## config.mk

```make
export PLATFORM = sky130hd
export DESIGN_NAME = multicycle_sequencer
export DESIGN_NICKNAME = d
export VERILOG_FILES = /design/src/rtl/multicycle_sequencer.sv
export SDC_FILE = /design/constraint.sdc
export NUM_CORES = 1
export LEC_CHECK = 0
export BUFFER_PORTS_ARGS = -buffer_cell sky130_fd_sc_hd__buf_2
export CORE_UTILIZATION = 53
export DETAILED_ROUTE_END_ITERATION = 16
export PLACE_DENSITY = 0.78
export SLEW_MARGIN = 20
export SYNTH_ARGS = -nofsm -noshare
export SYNTH_HDL_FRONTEND = slang
export SYNTH_SLANG_ARGS = --single-unit
```

## constraint.sdc

```tcl
create_clock -name clk_i -period 3.9 [get_ports clk_i]
set_input_delay 0.195 -clock clk_i [delete_from_list [all_inputs] [get_ports clk_i]]
set_output_delay 0.195 -clock clk_i [all_outputs]
set_load 0.1 [all_outputs]
```

## src/rtl/multicycle_sequencer.sv

```systemverilog
// Multi-cycle control sequencer: steps each instruction through fetch, decode, execute,
// memory and writeback, with a memory handshake timeout and a retired-instruction counter.
module multicycle_sequencer #(
  parameter int unsigned CntW       = 16,
  parameter int unsigned MemTimeout = 15
) (
  input  logic            clk_i,
  input  logic            rst_ni,
  input  logic            run_i,
  input  logic [3:0]      opcode_i,
  input  logic            carry_i,
  input  logic            mem_ack_i,
  output logic            ir_load_o,
  output logic            pc_inc_o,
  output logic            pc_load_o,
  output logic [2:0]      alu_op_o,
  output logic            reg_write_o,
  output logic            mem_req_o,
  output logic            mem_we_o,
  output logic            halted_o,
  output logic            fault_o,
  output logic [CntW-1:0] instr_count_o,
  output logic [2:0]      state_dbg_o
);

  localparam int unsigned TmoW = (MemTimeout > 2) ? $clog2(MemTimeout) : 1;
  localparam logic [TmoW-1:0] TmoLast = TmoW'(MemTimeout - 1);

  localparam logic [3:0] OpLoad  = 4'b1000;
  localparam logic [3:0] OpStore = 4'b1001;
  localparam logic [3:0] OpJmp   = 4'b1010;
  localparam logic [3:0] OpBrc   = 4'b1011;
  localparam logic [3:0] OpHalt  = 4'b1111;

  typedef enum logic [2:0] {
    StIdle    = 3'd0,
    StFetch   = 3'd1,
    StDecode  = 3'd2,
    StExecute = 3'd3,
    StMem     = 3'd4,
    StWb      = 3'd5,
    StHalted  = 3'd6,
    StFault   = 3'd7
  } state_e;

  state_e            state_q, state_d;
  logic [3:0]        op_q, op_d;
  logic [TmoW-1:0]   tmo_q, tmo_d;
  logic [CntW-1:0]   cnt_q, cnt_d;
  logic              retire;

  always_ff @(posedge clk_i or negedge rst_ni) begin
    if (!rst_ni) begin
      state_q <= StIdle;
      op_q    <= 4'b0000;
      tmo_q   <= '0;
      cnt_q   <= '0;
    end else begin
      state_q <= state_d;
      op_q    <= op_d;
      tmo_q   <= tmo_d;
      cnt_q   <= cnt_d;
    end
  end

  always_comb begin
    state_d = state_q;
    op_d    = op_q;
    tmo_d   = tmo_q;
    unique case (state_q)
      StIdle:   state_d = StFetch;
      StFetch: begin
        if (run_i) begin
          op_d    = opcode_i;
          state_d = StDecode;
        end
      end
      StDecode: state_d = StExecute;
      StExecute: begin
        if (!op_q[3]) begin
          state_d = StWb;
        end else if (op_q == OpLoad || op_q == OpStore) begin
          state_d = StMem;
          tmo_d   = '0;
        end else if (op_q == OpHalt) begin
          state_d = StHalted;
        end else begin
          state_d = StFetch;
        end
      end
      StMem: begin
        // An ack on the final allowed cycle still completes the access.
        if (mem_ack_i) begin
          state_d = (op_q == OpStore) ? StFetch : StWb;
        end else if (MemTimeout != 0 && tmo_q == TmoLast) begin
          state_d = StFault;
        end else begin
          tmo_d = tmo_q + TmoW'(1);
        end
      end
      StWb:     state_d = StFetch;
      StHalted: state_d = StHalted;
      StFault:  state_d = StFault;
    endcase
  end

  // Retire on return to FETCH from an instruction body, or on entering HALTED.
  always_comb begin
    retire = 1'b0;
    if (state_d == StFetch &&
        (state_q == StExecute || state_q == StMem || state_q == StWb)) begin
      retire = 1'b1;
    end
    if (state_d == StHalted && state_q != StHalted) begin
      retire = 1'b1;
    end
    cnt_d = retire ? cnt_q + CntW'(1) : cnt_q;
  end

  always_comb begin
    ir_load_o   = 1'b0;
    pc_inc_o    = 1'b0;
    pc_load_o   = 1'b0;
    reg_write_o = 1'b0;
    mem_req_o   = 1'b0;
    mem_we_o    = 1'b0;
    halted_o    = 1'b0;
    fault_o     = 1'b0;
    alu_op_o    = (state_q != StIdle && !op_q[3]) ? op_q[2:0] : 3'b000;
    unique case (state_q)
      StFetch: begin
        ir_load_o = run_i;
        pc_inc_o  = run_i;
      end
      StExecute: begin
        if (op_q == OpJmp) begin
          pc_load_o = 1'b1;
        end else if (op_q == OpBrc) begin
          pc_load_o = carry_i;
        end
      end
      StMem: begin
        mem_req_o = 1'b1;
        mem_we_o  = (op_q == OpStore);
      end
      StWb:     reg_write_o = 1'b1;
      StHalted: halted_o = 1'b1;
      StFault:  fault_o = 1'b1;
      default: ;
    endcase
  end

  assign instr_count_o = cnt_q;
  assign state_dbg_o   = state_q;

endmodule

```

==> metrics <==
status=complete, no violations; global-route usage over all layers=22.9%; FMAX=0.472 GHz; Setup TNS=0 ns; TritonRoute pass-1 iters=4; Mapped Cells=141; Max-slew headroom=60.1%; Final HPWL DP=2.31 mm; die area=0.00298 sq mm; path depth of the worst reg2reg path=4; worst clock skew=0.0178 ns; slowest CP cell=dfrtp_1; IO Pins=39; CP peak stage delay=0.50 ns; Setup Viol. Count Final=0; final-report max-slew violation count=0; antenna-violating nets left=0; Clk Tree Root Cell=clkbuf_4; vias per cell=5.74; sequential area share after synthesis=46.0%; reg2reg start=state_dbg_o[1]$_DFF_PN0_; DRC violations left=0; Primary FF master, synth=dfrtp_1; mapped cell area=0.00147 sq mm; Min-Delay Startpoint=opcode_i[2]; Place WS=2.02 ns; Slew @ Worst Pin=0.598 ns; RSZ-0062 raised after global routing=false; distinct cell type count of the synthesized netlist=40; CTS tree=yes; synthesized net count=153; CP Launch Type=flip-flop; vias in the first global route=1145; row cnt=18; clk sink count=27; largest net degree at the start of global routing=28; Hold Violations, Final=0; Yosys Warn Count=0; nets=192; Setup WS post-layout=1.78 ns; flop2flop setup slack=2.00 ns; DR iter-0 viols=28; worst path required time=3.70 ns; Hold Worst Slack=0.0907 ns; Tcrit/Tclk final=54.4%; global-route wire length before repair=4.91 mm; vias after detailed routing=1200; Core Box Area=0.00254 sq mm; MaxCap Viol Count=0; critical path arrival=1.92 ns; Syn-to-layout area delta=16.1%; post-synth top area cell=dfrtp_1; class of the worst hold path=primary input to flip-flop; CP Cell Sequence=nor2b_1 -> and3_1 -> buf_2; Die Y=54.6 um; Die Width=54.6 um; diodes inserted=0; port bufs=38; initial antenna violation count=0; Worst-path clk slew=0.17 ns; hold_buf cts=1; Area after DPL=0.00166 sq mm; aggregate global routing overflow=0; clock latency on the worst-skew pair=0.34 ns; critical path peak fanout=8; EDFF count, synth=0; final WL=3.06 mm; post-synthesis register bit count=27; GP Congestion=0.860; CTS Buffer Depth=2; synthesized area per cell=10.4 sq um; starting density of the core=57.7%; worst reg2reg endpoint=instr_count_o[1]$_DFFE_PN0P_; Worst Hold Depth=2; worst min-delay path endpoint=op_q[2]$_DFFE_PN0P_; Post-CTS Setup Inserts=0; Worst setup EP type=primary output; final instance area=0.00170 sq mm; total clock buffers created by CTS=3; share of cells above drive strength 1=30.2%; wire per inst=14.6 um; crit path kind=flip-flop to primary output; Synth area leaders=dfrtp_1 (46%), xnor2_1 (9.0%), o2111ai_1 (4.2%), mux2_2 (3.8%), o21ai_0 (3.1%); Yosys top cell area share=46.0%; Post-CTS Resized=0; async set-reset flop share out of synthesis=100%; H-tree lvl count=1; Final min period=2.12 ns
through the flow:
step                      util [%]  instances
after detailed placement      65.3        204
after CTS                     67.0        209
after global placement        65.3        204
after global routing          67.0        209
after floorplan                  -        141
final                         67.0        209
flip-flops by register name (all words and copies together), names as in the netlist:
signal and count:
instr_count_o 16, op_q 4, state_dbg_o 3, tmo_q 4
cell usage after synthesis, types with 4 or more instances:
library cell,number
dfrtp_1,27
xnor2_1,15
o21ai_0,9
nand3_1,7
nor2_1,7
o2111ai_1,7
and2_1,6
nand2_1,6
and3_1,5
mux2_2,5
inv_1,4
worst max path at each step:
stage                                   from                            to  slack (ns)  cells past startpoint
detailed placement  state_dbg_o[1]$_DFF_PN0_  instr_count_o[1]$_DFFE_PN0P_        2.02                      4
floorplan           state_dbg_o[1]$_DFF_PN0_                     pc_load_o        0.54                      3
CTS                 state_dbg_o[1]$_DFF_PN0_                     pc_load_o        1.77                      3
global route        state_dbg_o[0]$_DFF_PN0_                      pc_inc_o        1.60                      3
finish              state_dbg_o[0]$_DFF_PN0_                      pc_inc_o        1.78                      3
global placement    state_dbg_o[1]$_DFF_PN0_  instr_count_o[1]$_DFFE_PN0P_        2.14                      4
layout make-up:
type | instances | area, sq um
clock buffers | 3 | 22.5
flip-flops and latches | 27 | 676
multi-input cells | 104 | 741
inverters | 5 | 18.8
fillers | 209 | 841
well taps | 30 | 37.5
repair buffers | 39 | 200
clock inverters | 1 | 8.76
layer usage:
metal | GRT usage, % | up-vias | share of wire [%]
met5 | 0 | - | 0
met4 | 9.40 | 0 | 0.65
met3 | 3.89 | 2 | 3.3
met2 | 34.9 | 31 | 49
met1 | 31.8 | 574 | 47
li1 | - | 593 | -
worst max-delay path, delay by kind of cell (launching register included):
| family | cells | cell delay, ns |
|---|---|---|
| flops | 1 | 0.50 |
| buf+inv | 1 | 0.48 |
| simple gates | 2 | 0.63 |
cells by family (layout without fill, tap and decap cells):
kind of cell / count (synthesis) / in the layout / synth area share [%]
compound gates: 34 / 34 / 16.2
xor+xnor: 15 / 15 / 8.95
mux: 5 / 5 / 3.84
simple gates: 47 / 47 / 18.5
flops: 27 / 27 / 46.0
fa+ha+maj: 3 / 3 / 2.56
buf+inv: 10 / 48 / 3.92
layout by cell type (no fill, tap or decap), types with 2 or more instances in the layout:
cell type / n
and3_1: 5
and2_1: 6
ha_1: 3
a21oi_1: 3
o211ai_1: 3
xnor2_1: 15
o21ai_0: 9
nor2b_1: 3
nand4b_1: 2
dfrtp_1: 27
nand3_1: 7
mux2_2: 5
clkbuf_4: 3
buf_2: 38
o2111ai_1: 7
a31oi_1: 2
inv_1: 4
nand2_1: 6
nor3_1: 3
nor2_1: 7
Power is not shown: default switching activity piles up to over one toggle a cycle in this logic, so the estimate is an artifact.
